### src/rtl/otp_pkg.sv
// otp_pkg: shared constants, UART FSM states and frame byte builder for the OTP frame transmitter.
package otp_pkg;
    localparam logic [7:0] SYNC_BYTE_DEF = 8'hA5;
    localparam int FRAME_BYTES = 4;
    localparam int DATA_W = 8;
    localparam int IDX_W = 3;
    localparam int ENTRY_W = DATA_W + IDX_W + 1;

    typedef enum logic [1:0] {IDLE, START, DATA, STOP} uart_state_e;

    // entry layout is {decrypt, index, data}; byte 3 is the XOR checksum of bytes 0..2
    function automatic logic [7:0] frame_byte(input logic [7:0] sync, input logic [ENTRY_W-1:0] e,
                                              input logic [1:0] n);
        logic [7:0] b1, b2;
        b1 = {e[ENTRY_W-1], 4'b0000, e[DATA_W+IDX_W-1:DATA_W]};
        b2 = e[DATA_W-1:0];
        return n == 2'd0 ? sync : n == 2'd1 ? b1 : n == 2'd2 ? b2 : sync ^ b1 ^ b2;
    endfunction
endpackage

### src/rtl/otp_frame_tx_if.sv
// otp_frame_tx_if: valid/ready entry handshake from the encryptor into the frame transmitter.
interface otp_frame_tx_if;
    import otp_pkg::*;
    logic               in_valid;
    logic [DATA_W-1:0]  in_data;
    logic [IDX_W-1:0]   in_index;
    logic               in_decrypt;
    logic               in_ready;

    modport master (output in_valid, in_data, in_index, in_decrypt, input in_ready);
    modport slave  (input in_valid, in_data, in_index, in_decrypt, output in_ready);
endinterface

### src/rtl/uart_tx_8n1.sv
// uart_tx_8n1: 8N1 serialiser; load_i is taken in IDLE or on the last stop-bit cycle for back-to-back bytes.
module uart_tx_8n1 import otp_pkg::*; #(
    parameter int CLKS_PER_BIT = 87
) (
    input  logic       clk,
    input  logic       rst_n,
    input  logic       load_i,
    input  logic [7:0] byte_i,
    output logic       tx_o,
    output logic       done_o,
    output logic       idle_o
);
    localparam int CW = $clog2(CLKS_PER_BIT);

    uart_state_e state_q, state_d;
    logic [CW-1:0] cnt_q, cnt_d;
    logic [2:0]    bit_q, bit_d;
    logic [7:0]    sh_q, sh_d;
    logic          tick;

    assign tick   = cnt_q == CW'(CLKS_PER_BIT - 1);
    assign done_o = state_q == STOP && tick;
    assign idle_o = state_q == IDLE;
    assign tx_o   = state_q == START ? 1'b0 : state_q == DATA ? sh_q[0] : 1'b1;

    always_comb begin
        state_d = state_q;
        bit_d   = bit_q;
        sh_d    = sh_q;
        cnt_d   = (state_q == IDLE || tick) ? '0 : cnt_q + 1'b1;
        case (state_q)
            IDLE:  if (load_i) begin
                state_d = START;
                sh_d    = byte_i;
            end
            START: if (tick) begin
                state_d = DATA;
                bit_d   = '0;
            end
            DATA:  if (tick) begin
                sh_d    = sh_q >> 1;
                bit_d   = bit_q + 1'b1;
                state_d = bit_q == 3'd7 ? STOP : DATA;
            end
            STOP:  if (tick) begin
                state_d = load_i ? START : IDLE;
                sh_d    = load_i ? byte_i : sh_q;
            end
            default: state_d = IDLE;
        endcase
    end

    always_ff @(posedge clk or negedge rst_n) begin
        if (!rst_n) begin
            state_q <= IDLE;
            cnt_q   <= '0;
            bit_q   <= '0;
            sh_q    <= '0;
        end else begin
            state_q <= state_d;
            cnt_q   <= cnt_d;
            bit_q   <= bit_d;
            sh_q    <= sh_d;
        end
    end
endmodule

### src/rtl/otp_frame_tx.sv
// otp_frame_tx: buffers OTP entries in a show-ahead FIFO and sends each as a 4-byte UART frame
// (sync, header, data, checksum).
module otp_frame_tx import otp_pkg::*; #(
    parameter int         CLKS_PER_BIT = 87,
    parameter int         FIFO_DEPTH   = 4,
    parameter logic [7:0] SYNC_BYTE    = SYNC_BYTE_DEF
) (
    input  logic                          clk,
    input  logic                          rst_n,
    input  logic                          ena,
    otp_frame_tx_if.slave                 in_if,
    output logic                          tx,
    output logic                          busy,
    output logic                          overflow,
    output logic [$clog2(FIFO_DEPTH):0]   fifo_level
);
    localparam int AW = $clog2(FIFO_DEPTH);
    localparam int LW = AW + 1;

    logic [ENTRY_W-1:0] mem_q [FIFO_DEPTH];
    logic [AW-1:0]      rd_q, wr_q;
    logic [LW-1:0]      cnt_q;
    logic [ENTRY_W-1:0] frame_q;
    logic [1:0]         byte_q;
    logic               ovf_q;
    logic               push, pop, load, done, tx_idle, more, last;
    logic [7:0]         byte_d;

    assign in_if.in_ready = cnt_q != LW'(FIFO_DEPTH);
    assign push       = in_if.in_valid & in_if.in_ready;
    assign more       = ena & (cnt_q != '0);
    assign last       = byte_q == 2'(FRAME_BYTES - 1);
    // a new frame starts from idle or straight after the checksum byte's stop bit
    assign pop        = more & (tx_idle | (done & last));
    assign load       = pop | (done & !last);
    assign byte_d     = pop ? SYNC_BYTE : frame_byte(SYNC_BYTE, frame_q, byte_q + 2'd1);
    assign busy       = !tx_idle | (cnt_q != '0);
    assign overflow   = ovf_q;
    assign fifo_level = cnt_q;

    uart_tx_8n1 #(.CLKS_PER_BIT(CLKS_PER_BIT)) u_uart (
        .clk    (clk),
        .rst_n  (rst_n),
        .load_i (load),
        .byte_i (byte_d),
        .tx_o   (tx),
        .done_o (done),
        .idle_o (tx_idle)
    );

    always_ff @(posedge clk) begin
        if (push) mem_q[wr_q] <= {in_if.in_decrypt, in_if.in_index, in_if.in_data};
    end

    always_ff @(posedge clk or negedge rst_n) begin
        if (!rst_n) begin
            rd_q    <= '0;
            wr_q    <= '0;
            cnt_q   <= '0;
            frame_q <= '0;
            byte_q  <= '0;
            ovf_q   <= 1'b0;
        end else begin
            rd_q    <= pop ? rd_q + 1'b1 : rd_q;
            wr_q    <= push ? wr_q + 1'b1 : wr_q;
            cnt_q   <= cnt_q + LW'(push) - LW'(pop);
            frame_q <= pop ? mem_q[rd_q] : frame_q;
            byte_q  <= done ? byte_q + 2'd1 : byte_q;
            ovf_q   <= ovf_q | (in_if.in_valid & !in_if.in_ready);
        end
    end
endmodule

### src/flat_wrapper.sv
// flat-port wrapper written by rule: the top's interface ports become plain ports
module otp_frame_tx_flat import otp_pkg::*;
#(
    parameter int         CLKS_PER_BIT = 87,
    parameter int         FIFO_DEPTH   = 4,
    parameter logic [7:0] SYNC_BYTE    = SYNC_BYTE_DEF
)
  (clk, rst_n, ena, tx, busy, overflow, fifo_level, in_if_in_valid, in_if_in_data, in_if_in_index, in_if_in_decrypt, in_if_in_ready);
  otp_frame_tx_if in_if_i ();
  input  logic clk;
  input  logic rst_n;
  input  logic ena;
  output logic tx;
  output logic busy;
  output logic overflow;
  output logic [$clog2(FIFO_DEPTH):0] fifo_level;
  input wire logic [$bits(in_if_i.in_valid)-1:0] in_if_in_valid;
  input wire logic [$bits(in_if_i.in_data)-1:0] in_if_in_data;
  input wire logic [$bits(in_if_i.in_index)-1:0] in_if_in_index;
  input wire logic [$bits(in_if_i.in_decrypt)-1:0] in_if_in_decrypt;
  output wire logic [$bits(in_if_i.in_ready)-1:0] in_if_in_ready;
  assign in_if_i.in_valid = in_if_in_valid;
  assign in_if_i.in_data = in_if_in_data;
  assign in_if_i.in_index = in_if_in_index;
  assign in_if_i.in_decrypt = in_if_in_decrypt;
  assign in_if_in_ready = in_if_i.in_ready;
  otp_frame_tx #(.CLKS_PER_BIT(CLKS_PER_BIT), .FIFO_DEPTH(FIFO_DEPTH), .SYNC_BYTE(SYNC_BYTE)) u_core (.clk(clk), .rst_n(rst_n), .ena(ena), .in_if(in_if_i), .tx(tx), .busy(busy), .overflow(overflow), .fifo_level(fifo_level));
endmodule
### config.mk
export PLATFORM = sky130hd
export DESIGN_NAME = otp_frame_tx_flat
export DESIGN_NICKNAME = d
export VERILOG_FILES = /design/src/rtl/otp_pkg.sv /design/src/rtl/otp_frame_tx_if.sv /design/src/rtl/uart_tx_8n1.sv /design/src/rtl/otp_frame_tx.sv /design/src/flat_wrapper.sv
export SDC_FILE = /design/constraint.sdc
export NUM_CORES = 1
export LEC_CHECK = 0
export ABC_AREA = 0
export CAP_MARGIN = 20
export CORE_MARGIN = 3
export CORE_UTILIZATION = 30
export DETAILED_ROUTE_END_ITERATION = 6
export SLEW_MARGIN = 10
export SYNTH_ARGS = -nofsm -noshare
export SYNTH_HDL_FRONTEND = slang
export SYNTH_SLANG_ARGS = --single-unit
### constraint.sdc
create_clock -name clk -period 3.1 [get_ports clk]
set_clock_uncertainty 0.1 [all_clocks]
set_input_delay 0.62 -clock clk [delete_from_list [all_inputs] [get_ports clk]]
set_output_delay 0.62 -clock clk [all_outputs]
set_load 0.02 [all_outputs]
==> results of run 1 <==
worst max-delay path by stage:
stage	start	endpoint	slack, ns	cells past startpoint
2_1_floorplan	u_core.u_uart.cnt_q[0]$_DFF_PN0_	u_core.fifo_level[2]$_DFF_PN0_	0.60	11
4_1_cts	u_core.u_uart.state_q[0]$_DFFE_PN0P_	tx	0.42	4
3_3_place_gp	ena	u_core.u_uart.sh_q[6]$_DFFE_PN0P_	0.36	5
5_1_grt	u_core.byte_q[0]$_DFFE_PN0P_	u_core.fifo_level[2]$_DFF_PN0_	0.29	8
6_report	u_core.u_uart.state_q[0]$_DFFE_PN0P_	tx	0.46	4
3_5_place_dp	ena	u_core.u_uart.sh_q[3]$_DFFE_PN0P_	0.31	5
kinds of logic after synthesis:
kind of cell,after synthesis,share of synthesized area
flip-flops,90,0.599
AND/OR/NAND/NOR,58,0.0857
AO/OA/AOI/OAI,38,0.0733
multiplexers,35,0.129
buffers and inverters,24,0.0264
adder cells (fa/ha/maj),20,0.0619
XOR/XNOR,12,0.0252
worst max-delay path, stage by stage, from the launching register on:
cell,delay (ns)
dfrtp_1,0.40
inv_1,0.11
ha_1,0.26
a21oi_1,0.17
clkdlybuf4s50_1,0.64
stage by stage:
step | power, mW | cells | hold slack [ns] | util
floorplan | 1.79 | 277 | 0.224 | -
global placement | 1.97 | 469 | 0.348 | 0.341
detailed placement | 2.00 | 469 | 0.353 | 0.341
CTS | 3.09 | 485 | 0.368 | 0.363
global route | 3.20 | 486 | 0.192 | 0.365
finish | 3.05 | 486 | 0.148 | 0.365
cell usage after synthesis, drive strengths merged (2+ instances only):
cell type / count / share of area
a211oi: 3 / 0.0054
a21oi: 6 / 0.0072
a22o: 2 / 0.0042
and2: 2 / 0.0030
and3: 6 / 0.0093
buf: 5 / 0.0093
clkbuf: 4 / 0.0036
dfrtp: 42 / 0.25
edfxtp: 48 / 0.35
ha: 19 / 0.057
inv: 15 / 0.014
mux2: 19 / 0.054
mux2i: 4 / 0.0096
mux4: 12 / 0.065
nand2: 8 / 0.0072
nand2b: 4 / 0.0060
nand3: 6 / 0.0072
nand3b: 2 / 0.0036
nand4b: 5 / 0.014
nor2: 13 / 0.012
nor2b: 2 / 0.0030
nor3: 2 / 0.0051
o211ai: 5 / 0.0090
o21ai: 6 / 0.0072
o22ai: 2 / 0.0030
o311ai: 2 / 0.0042
o31a: 2 / 0.0042
o31ai: 2 / 0.0069
or3: 3 / 0.0057
xnor2: 5 / 0.011
xor2: 7 / 0.015
sequential cells by signal, indices dropped and copies added, names as in the netlist:
| signal | cells |
|---|---|
| u_core.byte_q | 2 |
| u_core.fifo_level | 3 |
| u_core.frame_q | 12 |
| u_core.mem_q | 48 |
| u_core.overflow | 1 |
| u_core.rd_q | 2 |
| u_core.u_uart.bit_q | 3 |
| u_core.u_uart.cnt_q | 7 |
| u_core.u_uart.sh_q | 8 |
| u_core.u_uart.state_q | 2 |
| u_core.wr_q | 2 |
final cells by class:
type	count	area, um2
fillers	1280	8500
flip-flops and latches	90	2490
multi-input cells	163	1560
repair buffers	26	265
clock buffers	9	225
well taps	176	220
clock inverters	7	76.3
inverters	15	56.3
power by group:
part | leakage [nW] | internal [mW] | switching, mW
Clock | 0.149 | 0.573 | 0.516
Sequential | 0.970 | 1.45 | 0.0847
Combinational | 0.859 | 0.185 | 0.251
layer usage:
layer / routed length (um) / vias to the layer above / part of all wire
met1: 3540 / 1165 / 0.47
met4: 108 / 0 / 0.014
met5: 0 / - / 0
li1: - / 1099 / -
met2: 3610 / 32 / 0.48
met3: 216 / 7 / 0.029
==> flow_summary.json, run 1 <==
{
  "place_hpwl_mm": 5.02,
  "viasPerCell": 4.74,
  "grt_overflow": 0,
  "antenna_found_initial": 0,
  "crit_required_ns": 2.38,
  "maxCapViolations": 0,
  "first_pass_iters": 4,
  "ys.flop_type": "edfxtp_1",
  "track_usage": 0.107,
  "setup_viol": 0,
  "rsz0062_at_grt": "false",
  "finalCritPeriodShare": 0.852,
  "routed_wl_mm": 7.48,
  "synth.avg_cell_area_um2": 15.0,
  "routed_wire_length_per_instance_um": 15.4,
  "die_h_um": 124,
  "die_w_um": 124,
  "clock-sinks": 90,
  "synth_edf_count": 48,
  "ys.warnings.count": 0,
  "irDropWorstVdd_uv": 265,
  "grt.met1_usage": 0.138,
  "cts_root_buffer": "clkbuf_16",
  "fin_area_um2": 4900,
  "hold_class": "in2async",
  "vias": 2303,
  "htree_levels": 3,
  "rr_endpoint": "u_core.fifo_level[2]$_DFF_PN0_",
  "critical_path_class": "reg2out",
  "core-area_um2": 13400,
  "tightest_slew_ns": 0.736,
  "rr_startpoint": "u_core.byte_q[0]$_DFFE_PN0P_",
  "postCtsSetupBuffers": 0,
  "nets": 341,
  "rows": 42,
  "numCtsBuffers": 9,
  "hold_viol_final": 0,
  "grt_pass1_wl_mm": 12.3,
  "relSlewSlack": 0.509,
  "portBuffers": 22,
  "fmaxAchievable_mhz": 379,
  "cts.repair.resized": 0,
  "grt_max_degree": 43,
  "cts_tree": "done",
  "area_growth_pct": 17.6,
  "cts_hold_buffers": 0,
  "met2_usage": 0.173,
  "drive_gt1_frac": 0.206,
  "grt_pass1_vias": 2393,
  "period_needed_ns": 2.64,
  "layout_common_cells": "edfxtp_1, dfrtp_1, clkdlybuf4s50_1, ha_1, mux2_2",
  "final_common_cell": "edfxtp_1",
  "start_util": 0.311,
  "grt-busiest-layer": "met2",
  "fp.dieArea_um2": 15300,
  "io_pins": 23,
  "cellPowerDensity_nw_per_um2": 624,
  "met3_usage": 0.0286,
  "syn_inst": 277,
  "clk_pin_slew_worst_paths_ns": 0.07,
  "syn_area_um2": 4160,
  "cp_max_fo": 4,
  "dr.first_iter.drc_count": 154,
  "outcome": "completed",
  "tns_ns": 0,
  "cts_buffer_depth": 2,
  "drc": 0,
  "worstPathArrival_ns": 1.92,
  "leakagePower_nw": 1.98,
  "place.gp.congestion": 0.718,
  "async_flop_share": 0.467,
  "drv_slew": 0,
  "diodes": 0,
  "placed_area_um2": 4570,
  "seq_area_frac_synth": 0.599,
  "synth_cell_type_count": 55,
  "critPathLaunchType": "flip-flop",
  "reg2reg_setup_slack_ns": 0.49,
  "ys_ff_latch": 90,
  "postRouteAntennaNets": 0,
  "clock_latency_ns": 0.34,
  "finalWorstSetupSlack_ns": 0.459,
  "syn_nets": 313,
  "place_ws_ns": 0.307,
  "r2r_cells": 8,
  "endpoint_kind": "primary output"
}
(Power assumes the default switching activity.)
==> inputs of run 2 (changes only) <==
--- a/config.mk
+++ b/config.mk
@@ -10,6 +10,7 @@
 export CORE_MARGIN = 3
 export CORE_UTILIZATION = 30
 export DETAILED_ROUTE_END_ITERATION = 6
+export HOLD_SLACK_MARGIN = 0.08
 export SLEW_MARGIN = 10
 export SYNTH_ARGS = -nofsm -noshare
 export SYNTH_HDL_FRONTEND = slang
==> constraint.sdc (replaced) <==
create_clock -name clk -period 2.9 [get_ports clk]
set_clock_uncertainty 0.1 [all_clocks]
set_input_delay 0.58 -clock clk [delete_from_list [all_inputs] [get_ports clk]]
set_output_delay 0.58 -clock clk [all_outputs]
set_load 0.02 [all_outputs]
==> run 2 against run 1 <==
Wire length grew 0.59%. Core utilization increased by 0.51 points. Largest cell class unchanged. Global-route usage decreased by 0.13 points. Sequential share of layout area fell by 0.71 points. Critical path depth stayed put. Via count rose by 1.2%. Register-to-register slack got worse by 0.17 ns. Critical path type unchanged. Critical endpoint unchanged. Final area up 1.4%. Flip-flop and latch count unchanged. Power increased by 9.1%. Non-clock buffer count rose by 8.
==> flow_summary.json, run 2 (same netlist as run 1, synthesis figures left out) <==
{
  "place_ws_ns": 0.169,
  "first_pass_iters": 4,
  "routed_wl_mm": 7.52,
  "rows": 42,
  "cellPowerDensity_nw_per_um2": 671,
  "holdPathStages": 1,
  "max_stage_delay_ns": 0.64,
  "viasPerCell": 4.72,
  "antenna_found_initial": 0,
  "endpoint_kind": "primary output",
  "numCtsBuffers": 9,
  "core-area_um2": 13400,
  "area_growth_pct": 19.3,
  "diodes": 0,
  "cts_buffer_depth": 2,
  "min_from": "u_core.overflow$_DFF_PN0_",
  "r2r_cells": 8,
  "die_w_um": 124,
  "layout_common_cells": "edfxtp_1, dfrtp_1, clkdlybuf4s50_1, ha_1, mux2_2",
  "whs_ns": 0.385,
  "routed_wire_length_per_instance_um": 15.2,
  "worstPathArrival_ns": 2.09,
  "multi_input_area_um2": 1560,
  "cp_max_fo": 10,
  "period_needed_ns": 2.77,
  "fp.dieArea_um2": 15300,
  "cts.repair.resized": 0,
  "setup_viol": 0,
  "vias": 2330,
  "top_regs": "u_core.mem_q (48), u_core.frame_q (12), u_core.u_uart.sh_q (8)",
  "outcome": "completed",
  "tns_ns": 0,
  "hold_viol_final": 0,
  "slowest_stage": "clkdlybuf4s50_1",
  "rr_endpoint": "u_core.fifo_level[2]$_DFF_PN0_",
  "rr_startpoint": "u_core.byte_q[0]$_DFFE_PN0P_",
  "drive_gt1_frac": 0.223,
  "grt_pass1_vias": 2397,
  "die_h_um": 124,
  "irDropWorstVdd_uv": 519,
  "cts_tree": "done",
  "tightest_slew_ns": 0.663,
  "critPathLaunchType": "flip-flop",
  "fmaxAchievable_mhz": 361,
  "reg2reg_setup_slack_ns": 0.32,
  "largest_reg_flops": 48,
  "final_common_cell": "edfxtp_1",
  "drc": 0,
  "maxCapViolations": 0,
  "clk_pin_slew_worst_paths_ns": 0.07,
  "portBuffers": 22,
  "postRouteAntennaNets": 0,
  "final_util": 0.370,
  "clock_latency_ns": 0.34,
  "finalCritPeriodShare": 0.955,
  "leakagePower_nw": 2.02,
  "critical_path_class": "reg2out",
  "cts_root_buffer": "clkbuf_16",
  "regMostFlops": "u_core.mem_q",
  "drv_slew": 0,
  "io_pins": 23,
  "grt_max_degree": 43,
  "place.gp.congestion": 0.745,
  "clock-sinks": 90,
  "grt_overflow": 0,
  "hold_class": "reg2reg",
  "start_util": 0.311,
  "htree_levels": 3,
  "regArea_um2": 2490,
  "cts_hold_buffers": 0,
  "dr.first_iter.drc_count": 129,
  "fill_cells": 1257,
  "grt_pass1_wl_mm": 12.3,
  "postCtsSetupBuffers": 0,
  "track_usage": 0.105,
  "cp_cell_sequence": "inv_1, ha_1, a21oi_1, clkdlybuf4s50_1",
  "finalWorstSetupSlack_ns": 0.132,
  "nets": 349,
  "crit_required_ns": 2.22,
  "rsz0062_at_grt": "false",
  "place_hpwl_mm": 5.13,
  "relSlewSlack": 0.558,
  "hold_end": "u_core.overflow$_DFF_PN0_"
}
[run 2: changes by cell type in the layout (fill, tap and decap cells not counted)]
| cell | previous run | this run |
|---|---|---|
| inv_6 | 1 | 4 |
| buf_12 | 0 | 1 |
| dlygate4sd3_1 | 0 | 1 |
| bufinv_16 | 0 | 1 |
| clkinv_4 | 2 | 0 |
| buf_16 | 1 | 0 |
| inv_8 | 3 | 1 |
| clkinv_8 | 1 | 0 |
| buf_4 | 3 | 10 |
| clkbuf_8 | 0 | 1 |
[run 2: worst max path at each step]
stage | endpoint | depth (start not counted) | slack (ns) | start
floorplan | u_core.fifo_level[2]$_DFF_PN0_ | 11 | 0.40 | u_core.u_uart.cnt_q[0]$_DFF_PN0_
global placement | u_core.fifo_level[2]$_DFF_PN0_ | 7 | 0.23 | ena
detailed placement | u_core.fifo_level[2]$_DFF_PN0_ | 7 | 0.17 | ena
CTS | tx | 4 | 0.08 | u_core.u_uart.state_q[0]$_DFFE_PN0P_
global route | tx | 4 | 0.009 | u_core.u_uart.state_q[0]$_DFFE_PN0P_
finish | tx | 4 | 0.13 | u_core.u_uart.state_q[0]$_DFFE_PN0P_
[run 2: area by class of cell]
type	instances	area share
Inverter	15	0.0113
Multi-Input combinational cell	163	0.314
Tap cell	176	0.0444
Timing Repair Buffer	34	0.0645
Sequential cell	90	0.502
Clock inverter	6	0.0154
Clock buffer	10	0.0481
[run 2: report_power, final]
part	switching (mW)	leakage [nW]	total, mW	internal, mW
Combinational	0.262	0.898	0.480	0.217
Sequential	0.0922	0.970	1.64	1.54
Clock	0.508	0.156	1.22	0.710
Total	0.862	2.02	3.33	2.47
[run 2: per-stage QoR]
stage                     power (mW)  std cells  instance area [um2]
after floorplan                 1.92        277                 4160
after global placement          2.13        476                 4620
after detailed placement        2.16        476                 4620
after CTS                       3.38        492                 4930
after global routing            3.49        494                 4960
final                           3.33        494                 4960
[run 2: per-layer routing]
metal | part of all wire | up-vias | track usage
met5 | 0 | - | 0
met4 | 0.013 | 0 | 0.0353
met3 | 0.034 | 9 | 0.0272
met2 | 0.48 | 33 | 0.171
met1 | 0.47 | 1175 | 0.137
li1 | - | 1113 | -
[run 2: worst max-delay path: cells and delay by family, from the launching register on]
| family | cells | cell delay, ns |
|---|---|---|
| buf+inv | 2 | 0.75 |
| flops | 1 | 0.41 |
| fa+ha+maj | 1 | 0.35 |
| compound gates | 1 | 0.24 |
==> inputs of run 3 (changes only) <==
--- a/config.mk
+++ b/config.mk
@@ -8,10 +8,13 @@
 export ABC_AREA = 0
 export CAP_MARGIN = 20
 export CORE_MARGIN = 3
-export CORE_UTILIZATION = 30
+export CORE_UTILIZATION = 59
 export DETAILED_ROUTE_END_ITERATION = 6
 export HOLD_SLACK_MARGIN = 0.08
+export PLACE_DENSITY = 0.79
+export SKIP_LAST_GASP = 1
 export SLEW_MARGIN = 10
 export SYNTH_ARGS = -nofsm -noshare
 export SYNTH_HDL_FRONTEND = slang
 export SYNTH_SLANG_ARGS = --single-unit
+export TNS_END_PERCENT = 20
==> run 3 against run 2 <==
Cell count fell by 18%. Clock-buffer cell count fell by 1. Flip-flop and latch count did not move. Sequential power barely moved. Sequential share of layout area rose by 3.0 points. Wire length fell by 8.1%. Critical path type unchanged. Largest power group unchanged.
==> flow_summary.json, run 3 (same netlist as run 1, synthesis figures left out) <==
{
  "outcome": "completed",
  "reg2reg_setup_slack_ns": 0.37,
  "first_pass_iters": 4,
  "maxCapViolations": 0,
  "drv_slew": 0,
  "tightest_slew_ns": 0.926,
  "largest_reg_flops": 48,
  "power.switching_fraction": 0.272,
  "rows": 29,
  "rr_endpoint": "u_core.fifo_level[2]$_DFF_PN0_",
  "viasPerCell": 5.79,
  "critPathLaunchType": "flip-flop",
  "area_growth_pct": 12.6,
  "slowest_stage": "clkdlybuf4s50_1",
  "portBuffers": 22,
  "fill_cells": 456,
  "comb_power_share": 0.151,
  "postCtsSetupBuffers": 0,
  "cp_max_fo": 9,
  "rsz0062_at_grt": "false",
  "grt_max_degree": 43,
  "fmaxAchievable_mhz": 375,
  "power.share.sequential": 0.553,
  "start_util": 0.630,
  "die_h_um": 90.0,
  "setup_viol": 0,
  "hold_class": "in2async",
  "cts_root_buffer": "clkbuf_8",
  "routed_wire_length_per_instance_um": 17.1,
  "leakagePower_nw": 1.93,
  "p_clk_frac": 0.295,
  "intPower_mw": 2.15,
  "place_ws_ns": 0.265,
  "drive_gt1_frac": 0.209,
  "cts_hold_buffers": 0,
  "htree_levels": 3,
  "cellPowerDensity_nw_per_um2": 631,
  "track_usage": 0.187,
  "critical_path_class": "reg2out",
  "hold_viol_final": 0,
  "top_regs": "u_core.mem_q (48), u_core.frame_q (12), u_core.u_uart.sh_q (8)",
  "finalCritPeriodShare": 0.920,
  "crit_required_ns": 2.22,
  "final_common_cell": "edfxtp_1",
  "cts_buffer_depth": 2,
  "grt_pass1_vias": 2393,
  "layout_common_cells": "edfxtp_1, dfrtp_1, clkdlybuf4s50_1, ha_1, mux2_2",
  "numCtsBuffers": 9,
  "routed_wl_mm": 6.91,
  "clk_pin_slew_worst_paths_ns": 0.09,
  "power.switching_mw": 0.806,
  "worst-path-buf-inv": 2,
  "finalWorstSetupSlack_ns": 0.232,
  "diodes": 0,
  "vias": 2339,
  "irDropWorstVdd_uv": 550,
  "cp_top_family": "buffers and inverters",
  "endpoint_kind": "primary output",
  "clock_latency_ns": 0.35,
  "placedCellCount": 388,
  "fin_cells": 404,
  "postRouteAntennaNets": 0,
  "whs_ns": 0.262,
  "cp_cell_sequence": "inv_1, ha_1, a21oi_1, clkdlybuf4s50_1",
  "rr_startpoint": "u_core.byte_q[0]$_DFFE_PN0P_",
  "regMostFlops": "u_core.mem_q",
  "place.gp.congestion": 0.871,
  "io_pins": 23,
  "nets": 342,
  "worstPathArrival_ns": 1.99,
  "period_needed_ns": 2.67,
  "cts_tree": "done",
  "core-area_um2": 6600,
  "grt_overflow": 0,
  "dr.first_iter.drc_count": 212,
  "clock-sinks": 90,
  "fp.dieArea_um2": 8100,
  "die_w_um": 90.0,
  "antenna_found_initial": 0,
  "grt_pass1_wl_mm": 11.9,
  "place_hpwl_mm": 4.80,
  "drc": 0,
  "relSlewSlack": 0.383,
  "max_stage_delay_ns": 0.62,
  "r2r_cells": 8,
  "cts.repair.resized": 0,
  "tns_ns": 0
}
run 3: layout make-up:
type,count,area (um2),share of cell area
sequential,90,2490,0.532
multi-input combinational,163,1560,0.333
timing repair buffer,27,253,0.0539
clock buffer,9,124,0.0264
tap,93,116,0.0248
clock inverter,7,85.1,0.0182
inverter,15,56.3,0.0120
run 3: through the flow:
stage                util  area [um2]  power, mW
floorplan               -        4160       1.92
global placement    0.678        4480       2.11
detailed placement  0.678        4480       2.13
CTS                 0.710        4690       2.99
global route        0.710        4690       3.11
finish              0.710        4690       2.96
run 3: how the worst max path moves through the flow:
| stage | start | end | slack, ns | cells past startpoint |
|---|---|---|---|---|
| final | u_core.u_uart.state_q[0]$_DFFE_PN0P_ | tx | 0.23 | 4 |
| after global routing | u_core.u_uart.state_q[0]$_DFFE_PN0P_ | tx | 0.14 | 4 |
| after CTS | u_core.u_uart.state_q[0]$_DFFE_PN0P_ | tx | 0.22 | 4 |
| after detailed placement | ena | u_core.u_uart.sh_q[7]$_DFFE_PN0P_ | 0.27 | 6 |
| after global placement | ena | u_core.u_uart.sh_q[3]$_DFFE_PN0P_ | 0.31 | 5 |
| after floorplan | u_core.u_uart.cnt_q[0]$_DFF_PN0_ | u_core.fifo_level[2]$_DFF_PN0_ | 0.40 | 11 |
run 3: metal layers:
metal,vias to the layer above,wire [um],GRT usage
li1,1096,-,-
met1,1185,3280,0.271
met2,46,3230,0.281
met3,12,252,0.0351
met4,0,145,0.0804
met5,-,0,0
run 3: worst reg2reg max path, cell delays in order, from the launching register on:
cell and delay [ns]:
dfrtp_1 0.46, ha_1 0.29, nand4b_1 0.22, o21bai_2 0.33, and2_1 0.25, xor2_1 0.09
ha_1 0.20, fa_1 0.38, xnor2_1 0.13
run 3: power groups by stage:
stage	Combinational (mW)	Sequential, mW	Clock [mW]
detailed placement	0.460	1.67	0
CTS	0.462	1.64	0.891
finish	0.447	1.64	0.874
global placement	0.452	1.66	0
global route	0.508	1.66	0.942
floorplan	0.242	1.68	0
